$ cat config.mk
export PLATFORM = sky130hd
export DESIGN_NAME = pixel_framebuf
export DESIGN_NICKNAME = d
export VERILOG_FILES = /design/src/rtl/fb_pkg.sv /design/src/rtl/fb_bitmap.sv /design/src/rtl/pixel_framebuf.sv
export SDC_FILE = /design/constraint.sdc
export NUM_CORES = 1
export LEC_CHECK = 0
export ABC_CLOCK_PERIOD_IN_PS = 4450
export BUFFER_PORTS_ARGS = -buffer_cell sky130_fd_sc_hd__clkbuf_2
export CORE_UTILIZATION = 40
export CTS_CLUSTER_SIZE = 10
export DETAILED_ROUTE_END_ITERATION = 7
export PLACE_DENSITY_LB_ADDON = 0.15
export SYNTH_ARGS = -nofsm -noshare
export SYNTH_HDL_FRONTEND = slang
export SYNTH_SLANG_ARGS = --single-unit
$ cat constraint.sdc
create_clock -name clk -period 4.45 [get_ports clk]
set_input_delay 0 -clock clk [delete_from_list [all_inputs] [get_ports clk]]
set_output_delay 0 -clock clk [all_outputs]
set_load 0.01 [all_outputs]
$ cat src/rtl/fb_pkg.sv
// Shared types and sizing constants for the pixel capture framebuffer.
// Imported by the bitmap store and the capture/readout controller.
package fb_pkg;

    typedef enum logic [1:0] {
        ST_IDLE,
        ST_CAPTURE,
        ST_READOUT
    } fb_state_e;

    localparam int DEF_COORD_W = 3;
    localparam int DEF_N       = 2 ** DEF_COORD_W;

    // A count of 0..N*N needs one bit more than the 2*COORD_W bits of an index.
    function automatic int cnt_width(input int coord_w);
        return 2 * coord_w + 1;
    endfunction

endpackage

$ cat src/rtl/fb_bitmap.sv
// N x N 1-bit pixel store: set port, synchronous clear, combinational row read.
// Reports the pre-set value of the addressed bit so the parent counts only new pixels.
module fb_bitmap
    import fb_pkg::*;
#(
    parameter int COORD_W = DEF_COORD_W
) (
    input  logic                      clk,
    input  logic                      reset,
    input  logic                      clr,
    input  logic                      set_en,
    input  logic [COORD_W-1:0]        set_x,
    input  logic [COORD_W-1:0]        set_y,
    output logic                      old_bit,
    input  logic [COORD_W-1:0]        rd_idx,
    output logic [(2**COORD_W)-1:0]   rd_data
);

    localparam int N = 2 ** COORD_W;

    logic [N-1:0] bits [N];

    // NOTE: this is a flop array rather than a RAM macro, so it takes the async reset like any other register.
    always_ff @(posedge clk or negedge reset) begin
        if (!reset) begin
            for (int r = 0; r < N; r++) bits[r] <= '0;
        end else if (clr) begin
            for (int r = 0; r < N; r++) bits[r] <= '0;
        end else if (set_en) begin
            bits[set_y][set_x] <= 1'b1;
        end
    end

    assign old_bit = bits[set_y][set_x];
    assign rd_data = bits[rd_idx];

endmodule

$ cat src/rtl/pixel_framebuf.sv
// Capture stage for the triangle engine: accumulates pixels into a bitmap,
// counts distinct lit pixels, and scans rows out over valid/ready on completion.
module pixel_framebuf
    import fb_pkg::*;
#(
    parameter int COORD_W = DEF_COORD_W
) (
    input  logic                      clk,
    input  logic                      reset,
    input  logic                      busy,
    input  logic                      po,
    input  logic [COORD_W-1:0]        xo,
    input  logic [COORD_W-1:0]        yo,
    input  logic                      clr,
    output logic                      accept_nt,
    output logic                      row_valid,
    input  logic                      row_ready,
    output logic [COORD_W-1:0]        row_idx,
    output logic [(2**COORD_W)-1:0]   row_data,
    output logic                      frame_done,
    output logic [2*COORD_W:0]        pix_cnt,
    output logic                      overflow
);

    localparam int N     = 2 ** COORD_W;
    localparam int CNT_W = cnt_width(COORD_W);

    fb_state_e    state;
    logic         cap_px;
    logic         stray_px;
    logic         bm_clr;
    logic         old_bit;
    logic [N-1:0] bm_row;

    assign cap_px    = (state == ST_CAPTURE) && po;
    assign stray_px  = (state != ST_CAPTURE) && po;
    assign bm_clr    = (state == ST_IDLE) && clr;
    assign accept_nt = (state == ST_IDLE);
    // Gate with row_valid so the bus reads zero whenever no row is offered.
    assign row_data  = row_valid ? bm_row : '0;

    fb_bitmap #(.COORD_W(COORD_W)) u_bitmap (
        .clk     (clk),
        .reset   (reset),
        .clr     (bm_clr),
        .set_en  (cap_px),
        .set_x   (xo),
        .set_y   (yo),
        .old_bit (old_bit),
        .rd_idx  (row_idx),
        .rd_data (bm_row)
    );

    // NOTE: every register here uses <= so all updates see the pre-edge values of their neighbours.
    always_ff @(posedge clk or negedge reset) begin
        if (!reset) begin
            state      <= ST_IDLE;
            row_valid  <= 1'b0;
            row_idx    <= '0;
            frame_done <= 1'b0;
            pix_cnt    <= '0;
            overflow   <= 1'b0;
        end else begin
            frame_done <= 1'b0;
            overflow   <= stray_px | (overflow & ~bm_clr);

            if (bm_clr) begin
                pix_cnt <= '0;
            end else if (cap_px && !old_bit) begin
                pix_cnt <= pix_cnt + CNT_W'(1);
            end

            case (state)
                ST_IDLE: begin
                    if (busy) state <= ST_CAPTURE;
                end
                ST_CAPTURE: begin
                    if (!busy) begin
                        state     <= ST_READOUT;
                        row_valid <= 1'b1;
                        row_idx   <= '0;
                    end
                end
                ST_READOUT: begin
                    if (row_ready) begin
                        if (row_idx == '1) begin
                            state      <= ST_IDLE;
                            row_valid  <= 1'b0;
                            row_idx    <= '0;
                            frame_done <= 1'b1;
                        end else begin
                            row_idx <= row_idx + COORD_W'(1);
                        end
                    end
                end
                default: state <= ST_IDLE;
            endcase
        end
    end

endmodule

=== Word-level counts from Yosys, hierarchy flattened ===
Cells that the tools add are included.

* Reduce and logical (&&, ||, !) cells: 14
* Bitwise operators: 6
* Multipliers: 0
* Muxes and demuxes: 33
* Add/subtract/negate cells: 2
* Shift operators: 0
* $lt $le $gt $ge: 5
* Divide/modulo/power cells: 0
* Eq/ne operators: 8

{| class="wikitable"
|+ Operators by type and width
! cell !! count
|-
| $mux 64 || 2
|-
| $or 64x64->64 || 1
|-
| $bmux 8 s3 || 2
|-
| $mux 8 || 6
|-
| $demux 8 s3 || 1
|-
| $mux 7 || 2
|-
| $mux 3 || 3
|-
| $ge 4x4->1 const B || 2
|-
| $mux 1 || 8
|-
| $mux 2 || 4
|-
| $ne 2x2->1 const B || 4
|-
| $not 3->4 || 2
|-
| $reduce_and 4->1 || 2
|-
| $add 7x1->7 const B || 1
|-
| $logic_and 1x1->1 || 6
|-
| $pmux 2 s3 || 1
|-
| $pmux 3 s2 || 1
|-
| $reduce_bool 2->1 || 3
|-
| $lt 3x4->1 const B || 1
|-
| $lt 4x1->1 const B || 1
|-
| $add 3x1->3 const B || 1
|-
| $bmux 1 s3 || 1
|-
| $demux 1 s3 || 1
|-
| $eq 3x3->1 const B || 1
|-
| 11 further kinds || 11
|}

* Memory bits (writable): 0
* Flip-flop bits (word level): 79
* Memory bits (read-only): 0
* Output and inout bits: 22
* Bits in latches: 0
* Memories: 0

=== Logic depth before layout (Yosys ltp) ===
Gate-level depths: netlist of the first run.

* Depth in word-level cells: 10
* Mapped depth: 9

=== Cells and area by module ===
From an unflattened synthesis of the first run, not the netlist that was laid out.

* Cell total of the unflattened synthesis: 436
* Area total of the unflattened synthesis: 4420.5 sq um

{| class="wikitable"
|+ Modules (own cells, without submodules)
! module !! area each (sq um) !! instances !! cells each
|-
| fb_bitmap || 3563.4 || 1 || 354
|-
| pixel_framebuf || 857.1 || 1 || 82
|}

=== Worst setup path before layout of the first run ===
No wires, ideal clock.

* Kind: register -> register
* From: register u_bitmap.bits[15] (netlist name)
* To: register pix_cnt[4]
* Arrival time: 1893 ps
* Buffers on the path: 0
* Stages on the path, launching flop included: 8
* Path slack: 2477 ps
* Setup time: 79 ps
* Cell sequence: dfrtp_1 -> mux2_1 -> a221oi_1 -> o22ai_1 -> a22o_1 -> o21a_1 -> nor4b_2 -> mux2i_1

* Word-level cells in the longest chain between the ends: 8

{| class="wikitable"
|+ RTL lines
! item !! line !! source
|-
| start: declaration || fb_bitmap.sv:21 || <nowiki>logic [N-1:0] bits [N];</nowiki>
|-
| start signal: indexed assignment || fb_bitmap.sv:30 || <nowiki>bits[set_y][set_x] <= 1'b1;</nowiki>
|-
| $bmux 8 s3 || fb_bitmap.sv:34 || <nowiki>assign old_bit = bits[set_y][set_x];</nowiki>
|-
| $mux 8 (implied by the code) (2 in a row) || fb_bitmap.sv:34 ||
|-
| $bmux 1 s3 || fb_bitmap.sv:34 ||
|-
| $mux 1 (implied by the code) || fb_bitmap.sv:34 ||
|-
| $logic_not 1->1 || pixel_framebuf.sv:69 || <nowiki>end else if (cap_px && !old_bit) begin</nowiki>
|-
| $logic_and 1x1->1 || pixel_framebuf.sv:69 ||
|-
| $reduce_bool 2->1 (no source line) || -- ||
|-
| end signal: assignment || pixel_framebuf.sv:70 || <nowiki>pix_cnt <= pix_cnt + CNT_W'(1);</nowiki>
|-
| end: declaration || pixel_framebuf.sv:21 || <nowiki>output logic [2*COORD_W:0] pix_cnt,</nowiki>
|}

Every way passes these cells. The select of a mux whose other input is x is not followed.
A chain may end at the register's enable or synchronous reset.

=== Worst setup path after layout of the first run ===
* From: register row_idx[1]
* To: output row_data[6]

* Word-level cells in the longest chain between the ends: 5

{| class="wikitable"
|+ RTL lines
! item !! line !! source
|-
| start: declaration || pixel_framebuf.sv:18 || <nowiki>output logic [COORD_W-1:0] row_idx,</nowiki>
|-
| start signal: assignment || pixel_framebuf.sv:92 || <nowiki>row_idx <= row_idx + COORD_W'(1);</nowiki>
|-
| $not 3->4 (implied by the code) || fb_bitmap.sv:35 || <nowiki>assign rd_data = bits[rd_idx];</nowiki>
|-
| $bmux 8 s3 || fb_bitmap.sv:35 ||
|-
| $mux 8 (implied by the code) (2 in a row) || fb_bitmap.sv:35 ||
|-
| $mux 8 || pixel_framebuf.sv:40 || <nowiki>assign row_data = row_valid ? bm_row : '0;</nowiki>
|-
| end: declaration || pixel_framebuf.sv:19 || <nowiki>output logic [(2**COORD_W)-1:0] row_data,</nowiki>
|}

Every way passes these cells. The select of a mux whose other input is x is not followed.

==> out/results.md, run 1 <==
• **result of the run** complete, no violations
• **MaxCap Viol Count** 0
• **number of enable-type register cells in the synthesized netlist** 0
• **dpl cell area** 0.00449 mm^2
• **Die Height** 105 um
• **Yosys reg bits** 79
• **share of synthesized flip-flops with an asynchronous set or reset** 100%
• **max incr delay on CP** 1.00 ns
• **syn_area_per_cell** 10.0 um^2
• **type of the most critical hold path** in2reg
• **setup-violating endpoint count in the final report** 0
• **transition time at the pin with the least slew margin** 1.02 ns
• **areal power density over the cells** 394 mW/mm^2
• **starting density of the core** 41.3%
• **biggest fanout along the worst timing path** 19
• **setup TNS after final layout** 0 ns
• **synthesized netlist net count** 443
• **drt first pass iters** 5
• **number of buffers and inverters on the critical path** 1
• **clock root buffer** sky130_fd_sc_hd__clkbuf_8
• **Hold Vio Cnt, Final** 0
• **cts bufs inserted** 9
• **number of core rows** 37
• **pin count of the biggest net entering global routing** 80
• **number of antenna-violating nets in the routed design** 0
• **count of final max-slew check failures** 0
• **Worst-Skew Late Latency** 0.36 ns
• **Slew headroom** 32.3%
• **data required time at the worst endpoint** 4.45 ns
• **placeable core region** 0.0104 mm^2
• **YS warnings** 0
• **Area Growth Syn to Fin** 10.8%
• **fill cell count** 982
• **RSZ-0062 raised after global routing** false
• **Port Buffer Count** 33
• **Seq/Total Area, Yosys** 46.1%
• **number of clock sinks** 79
• **post-detailed-route DRC marker count** 0
• **Final Instance Area** 0.00475 mm^2
• **crit start category** flip-flop
• **grt total ovfl** 0
• **aggregate global-route resource usage** 22.3%
• **crit path capture type** output port
• **cell class contributing the biggest share of worst-path delay** flip-flops
• **number of resized instances in the post-cts repair step** 0
• **prevailing post-synth register cell** sky130_fd_sc_hd__dfrtp_1
• **floorplan die width** 105 um
• **post-detail-place hpwl** 7.52 mm
• **data arrival time of the worst path** 2.33 ns
• **number of top-level pins** 34
• **via count of the first global-routing pass** 3,327
• **count of H-tree levels built during CTS** 3
• **worst path cell trace** mux4_2 -> mux2i_1 -> nor2_1 -> clkbuf_2
• **TritonCTS clock tree** yes
• **R2R setup slack** 2.23 ns
• **wire length of the first global-routing pass** 18.9 mm
• **fraction of layout instances using a drive strength above 1** 18.2%
• **clock-pin slew on the worst setup and hold paths** 0.08 ns
• **slowest cell on the critical path** sky130_fd_sc_hd__dfrtp_1
• **cell count after synthesis** 428
• **maximum clock path buffer count** 2
• **LEAKAGE** 2.17 nW
• **DRT Wirelength** 11.4 mm
• **diode insertion count for antenna repair** 0
• **Worst IR Drop VDD** 0.000203 V
• **drt first-iter violations** 351
• **type of the worst setup path** reg2out
• **Post-Syn Area** 0.00428 mm^2
• **via count** 3,417
• **vias per cell** 5.78
• **die area** 0.0111 mm^2
• **net count of the finished layout** 466
• **number of antenna violations at the first check in global routing** 0
• **number of unique standard cell types used by synthesis** 50
• **Clock Skews** 0.0116 ns
• **post-DR wirelength/cell** 19.3 um
• **top achievable clock speed** 429 MHz
• **gpl congestion** 0.886
• **final worst-path cycle share** 52.4%
• **minimum clock period** 2.33 ns
## worst paths after layout
kind,end,cells past startpoint,from
hold / removal,u_bitmap.bits[27],3,xo[1]
hold reg to reg,u_bitmap.bits[8],2,u_bitmap.bits[8]
setup reg to reg,pix_cnt[4],6,state[1]
setup / recovery,row_data[6],4,row_idx[1]
max in group asynchronous,u_bitmap.bits[26],2,reset
min in group asynchronous,row_idx[0],2,reset
## per-stage QoR
step                      utilization, %  hold slack, ns  total power, mW  setup slack (ns)  instances
final                               45.8          0.0165             1.87              2.12        591
after floorplan                        -          -0.296             1.16              2.48        428
after global routing                45.8          0.0314             1.97              1.98        591
after CTS                           45.8        0.000690             1.90              2.07        591
after detailed placement            43.3           0.245             1.31              1.88        571
after global placement              43.3           0.231             1.30              1.95        571
## state kept, by name, indices dropped and copies added (netlist names)
| signal | flops |
|---|---|
| u_bitmap.bits | 64 |
| overflow | 1 |
| row_idx | 3 |
| row_valid | 1 |
| frame_done | 1 |
| state | 2 |
| pix_cnt | 7 |
## cell families after synthesis
kind of cell / share of synthesized area, %
AOI/OAI and AO/OA: 13.9
adders and majority gates: 0.876
buffers and inverters: 4.32
DFF: 46.1
muxes: 18.3
and+or+nand+nor: 16.5
## repair_timing
item,in CTS,in global routing
endpoints found under the hold margin,85,0
hold buffers,5,0
setup buffers,0,0
## where the power goes
| part | internal, mW | total, mW | switching, mW |
|---|---|---|---|
| Sequential | 0.764 | 0.868 | 0.105 |
| Clock | 0.314 | 0.580 | 0.266 |
| Combinational | 0.174 | 0.421 | 0.247 |
## synth_stat cells, types with 4 or more instances
cell type / instances / area share (%)
sky130_fd_sc_hd__nor2_1: 92 / 8.1
sky130_fd_sc_hd__dfrtp_1: 79 / 46
sky130_fd_sc_hd__a21oi_1: 66 / 7.7
sky130_fd_sc_hd__mux2i_1: 25 / 5.8
sky130_fd_sc_hd__mux4_2: 21 / 11
sky130_fd_sc_hd__nand2_1: 21 / 1.8
sky130_fd_sc_hd__clkbuf_1: 14 / 1.2
sky130_fd_sc_hd__nand3_1: 9 / 1.1
sky130_fd_sc_hd__o21ai_0: 7 / 0.82
sky130_fd_sc_hd__a31oi_1: 6 / 0.88
sky130_fd_sc_hd__inv_1: 6 / 0.53
sky130_fd_sc_hd__nand2b_1: 6 / 0.88
sky130_fd_sc_hd__buf_1: 5 / 0.44
sky130_fd_sc_hd__nor3_1: 5 / 0.58
sky130_fd_sc_hd__and2_1: 4 / 0.58
sky130_fd_sc_hd__buf_2: 4 / 0.47
sky130_fd_sc_hd__buf_6: 4 / 1.1
sky130_fd_sc_hd__o22ai_1: 4 / 0.58
## final cells by class
class                   count  area, um^2  area share [%]
well taps                 136         170            3.58
clock inverters             5        83.8            1.77
inverters                   7        26.3           0.553
multi-input cells         313        2120            44.7
flip-flops and latches     79        1980            41.6
clock buffers              10         128            2.69
repair buffers             41         240            5.06
## placed cells by master (no fill, tap or decap), types with 4 or more instances in the layout
master / n
sky130_fd_sc_hd__a21oi_1: 66
sky130_fd_sc_hd__a31oi_1: 6
sky130_fd_sc_hd__buf_4: 4
sky130_fd_sc_hd__clkbuf_2: 32
sky130_fd_sc_hd__clkbuf_8: 9
sky130_fd_sc_hd__dfrtp_1: 79
sky130_fd_sc_hd__dlygate4sd3_1: 5
sky130_fd_sc_hd__inv_1: 6
sky130_fd_sc_hd__mux2i_1: 25
sky130_fd_sc_hd__mux4_2: 21
sky130_fd_sc_hd__nand2_1: 21
sky130_fd_sc_hd__nand2b_1: 6
sky130_fd_sc_hd__nand3_1: 9
sky130_fd_sc_hd__nor2_1: 92
sky130_fd_sc_hd__nor3_1: 5
sky130_fd_sc_hd__o21ai_0: 7
sky130_fd_sc_hd__o22ai_1: 4
## routing by layer
| layer | GRT usage (%) | vias up | part of all wire [%] |
|---|---|---|---|
| li1 | - | 1574 | - |
| met5 | 0 | - | 0 |
| met1 | 31.9 | 1691 | 47 |
| met2 | 33.6 | 124 | 44 |
| met3 | 4.02 | 28 | 6.0 |
| met4 | 9.03 | 0 | 2.8 |
## worst register-to-register path, delay by kind of cell, from the launching register on
| family | cells | cell delay [ns] |
|---|---|---|
| simple gates | 3 | 1.07 |
| compound gates | 2 | 0.39 |
| mux | 1 | 0.22 |
| flops | 1 | 0.47 |
Note: power is estimated with default switching activity, not from simulation.
==> inputs of run 2 (changes only) <==
- ABC_CLOCK_PERIOD_IN_PS: 4450 -> 1900
- clock period: 4.45 -> 1.9 ns (I/O delays scaled with it)
==> out/results.md, run 2 (synthesis results as in run 1) <==
• **top achievable clock speed** 492 MHz
• **number of core rows** 37, unchanged
• **Worst-Skew Late Latency** 0.36 ns, about the same
• **number of clock sinks** 79, unchanged
• **Slew headroom** 64.8%, +32 points
• **relative contribution of combinational cells to total power** 29.0%, +6.5 points
• **fraction of power consumed by the clock network** 28.1%, -2.9 points
• **number of antenna-violating nets in the routed design** 0, unchanged
• **crit start category** flip-flop
• **pin count of the biggest net entering global routing** 66, -18%
• **Setup crit end** pix_cnt[4]
• **fraction of layout instances using a drive strength above 1** 31.9%, +14 points
• **Worst IR Drop VDD** 0.000504 V, +150%
• **proportion of total power due to net switching** 33.5%, +0.43 points
• **result of the run** finished with violations
• **slowest cell on the critical path** sky130_fd_sc_hd__dfrtp_1
• **diode insertion count for antenna repair** 0, unchanged
• **worst path cell trace** mux2_4 -> a221oi_4 -> o22ai_2 -> a22o_1 -> o21a_4 -> nor4b_4 -> mux2i_1
• **setup-violating endpoint count in the final report** 4, +4
• **vias per cell** 5.49, -5.1%
• **Worst Reg2Reg Path Length in Cells** 7, +1
• **post-DR wirelength/cell** 18.8 um, -2.7%
• **cts bufs inserted** 9, unchanged
• **starting density of the core** 41.3%, unchanged
• **Final Worst Setup Slack** -0.131 ns, -2.25 ns
• **maximum clock path buffer count** 2, unchanged
• **aggregate global-route resource usage** 24.2%, +1.8 points
• **wire length of the first global-routing pass** 20.1 mm, +6.1%
• **count of final max-slew check failures** 0, unchanged
• **number of top-level pins** 34, unchanged
• **Area Growth Syn to Fin** 26.4%
• **net count of the finished layout** 543, +17%
• **Reg power frac** 42.8%, -3.6 points
• **clock root buffer** sky130_fd_sc_hd__clkbuf_8
• **grt total ovfl** 0, unchanged
• **Clock Skews** 0.00567 ns, -0.00595 ns
• **post-detail-place hpwl** 9.06 mm, +20%
• **RR Startpoint** u_bitmap.bits[31]
• **DRT Wirelength** 12.6 mm, +10%
• **gpl congestion** 0.910, +2.7%
• **dpl cell area** 0.00510 mm^2, +14%
• **via count** 3,672, +7.5%
• **crit path capture type** flip-flop
• **largest registers** u_bitmap.bits (64), pix_cnt (7), row_idx (3)
• **data arrival time of the worst path** 2.33 ns, about the same
• **final worst-path cycle share** 107%
• **TritonCTS clock tree** yes
• **most frequent standard cell in the layout excluding fill and tap cells** sky130_fd_sc_hd__nor2_1
• **count of H-tree levels built during CTS** 3, unchanged
• **Die Height** 105 um, unchanged
• **biggest fanout along the worst timing path** 3, -16
• **via count of the first global-routing pass** 3,707, +11%
• **clock-pin slew on the worst setup and hold paths** 0.08 ns, about the same
• **drt first-iter violations** 211, -40%
• **failing checks** negative setup slack
• **type of the worst setup path** reg2reg
• **max incr delay on CP** 0.38 ns, -0.62 ns
• **placeable core region** 0.0104 mm^2, unchanged
• **MaxCap Viol Count** 0, unchanged
• **post-detailed-route DRC marker count** 0, unchanged
• **register with the most flip-flops** u_bitmap.bits
• **net switching power of the design** 1.52 mW, +150%
• **Setup crit start** u_bitmap.bits[31]
• **transition time at the pin with the least slew margin** 0.529 ns, -0.486 ns
• **die area** 0.0111 mm^2, unchanged
• **floorplan die width** 105 um, unchanged
• **LEAKAGE** 2.60 nW, +20%
• **drt first pass iters** 5, unchanged
• **RSZ-0062 raised after global routing** true
• **type of the most critical hold path** in2reg
• **terminus of the critical flop-to-flop path** pix_cnt[4]
• **data required time at the worst endpoint** 2.19 ns, -2.26 ns
• **number of antenna violations at the first check in global routing** 0, unchanged
• **max reg flops** 64, unchanged
• **R2R setup slack** -0.13 ns, -2.36 ns
• **minimum clock period** 2.03 ns
• **Pwr Total** 4.53 mW, +140%
• **Port Buffer Count** 33, unchanged
• **Final Instance Area** 0.00542 mm^2, +14%
• **Hold Vio Cnt, Final** 0, unchanged
• **top library cells by usage in the layout, fill and taps aside** 92 x sky130_fd_sc_hd__nor2_1, 79 x sky130_fd_sc_hd__buf_4, 78 x sky130_fd_sc_hd__dfrtp_1
• **areal power density over the cells** 837 mW/mm^2, +110%
• **Internal Power** 3.02 mW, +140%
[run 2: changes by cell type in the layout (fill, tap and decap cells not counted), moves of 2 or more]
cell | previous run | this run
sky130_fd_sc_hd__buf_4 | 4 | 79
sky130_fd_sc_hd__buf_12 | 0 | 3
sky130_fd_sc_hd__clkinv_2 | 0 | 3
sky130_fd_sc_hd__a221oi_1 | 3 | 1
[run 2: area by class of cell]
class                      instances  area (um^2)
tap                              136          170
sequential                        79         1980
timing repair buffer             118          853
fill                             974         4950
clock inverter                     6         60.1
clock buffer                      10          138
inverter                           7         26.3
multi-input combinational        313         2190
[run 2: metrics by stage]
step / util, % / cells / hold slack [ns] / TNS (ns) / setup WS [ns]
after floorplan: - / 428 / -0.296 / -0.00465 / -0.00465
after global placement: 49.2 / 646 / -0.00000705 / -0.402 / -0.130
after detailed placement: 49.2 / 646 / 0.00741 / -0.639 / -0.212
after CTS: 51.9 / 668 / 0.0489 / -0.283 / -0.141
after global routing: 52.2 / 669 / 0.0778 / -1.31 / -0.254
final: 52.2 / 669 / 0.0740 / -0.250 / -0.131
[run 2: critical path: cells and delay by family, from the launching register on]
family          cells  cell delay, ns
compound gates      4            0.82
flops               1            0.38
mux                 2            0.49
simple gates        1            0.28
[run 2: per-layer routing]
layer  vias up  share of wire, %  global-route usage, %
met5         -                 0                      0
li1       1738                 -                      -
met2       100                46                   37.1
met4         0               2.3                   9.03
met3        18               4.5                   5.13
met1      1816                47                   33.7
[run 2: repair_timing]
action                                 4_1_cts  5_1_grt
setup buffers                                2        1
pin swaps                                    4        1
endpoints found under the hold margin       42        0
hold buffers                                 4        0
setup endpoints to repair                   11       15
resized for setup                            5        4
[run 2: worst min-delay path by stage]
stage          startpoint           endpoint  slack, ns  cells after the start
2_1_floorplan       reset         frame_done      -0.30                      0
3_3_place_gp        reset          row_valid  -0.000007                      1
3_5_place_dp        reset         frame_done      0.007                      1
4_1_cts             xo[2]  u_bitmap.bits[25]       0.05                      4
5_1_grt             xo[0]  u_bitmap.bits[30]       0.08                      4
6_report            xo[0]  u_bitmap.bits[30]       0.07                      4
[run 2: power by group through the flow]
stage | Combinational, mW | Sequential (mW) | Clock [mW]
2_1_floorplan | 0.794 | 1.93 | 0
3_3_place_gp | 1.28 | 1.97 | 0
3_5_place_dp | 1.30 | 1.97 | 0
4_1_cts | 1.32 | 1.94 | 1.32
5_1_grt | 1.44 | 1.96 | 1.38
6_report | 1.32 | 1.94 | 1.28
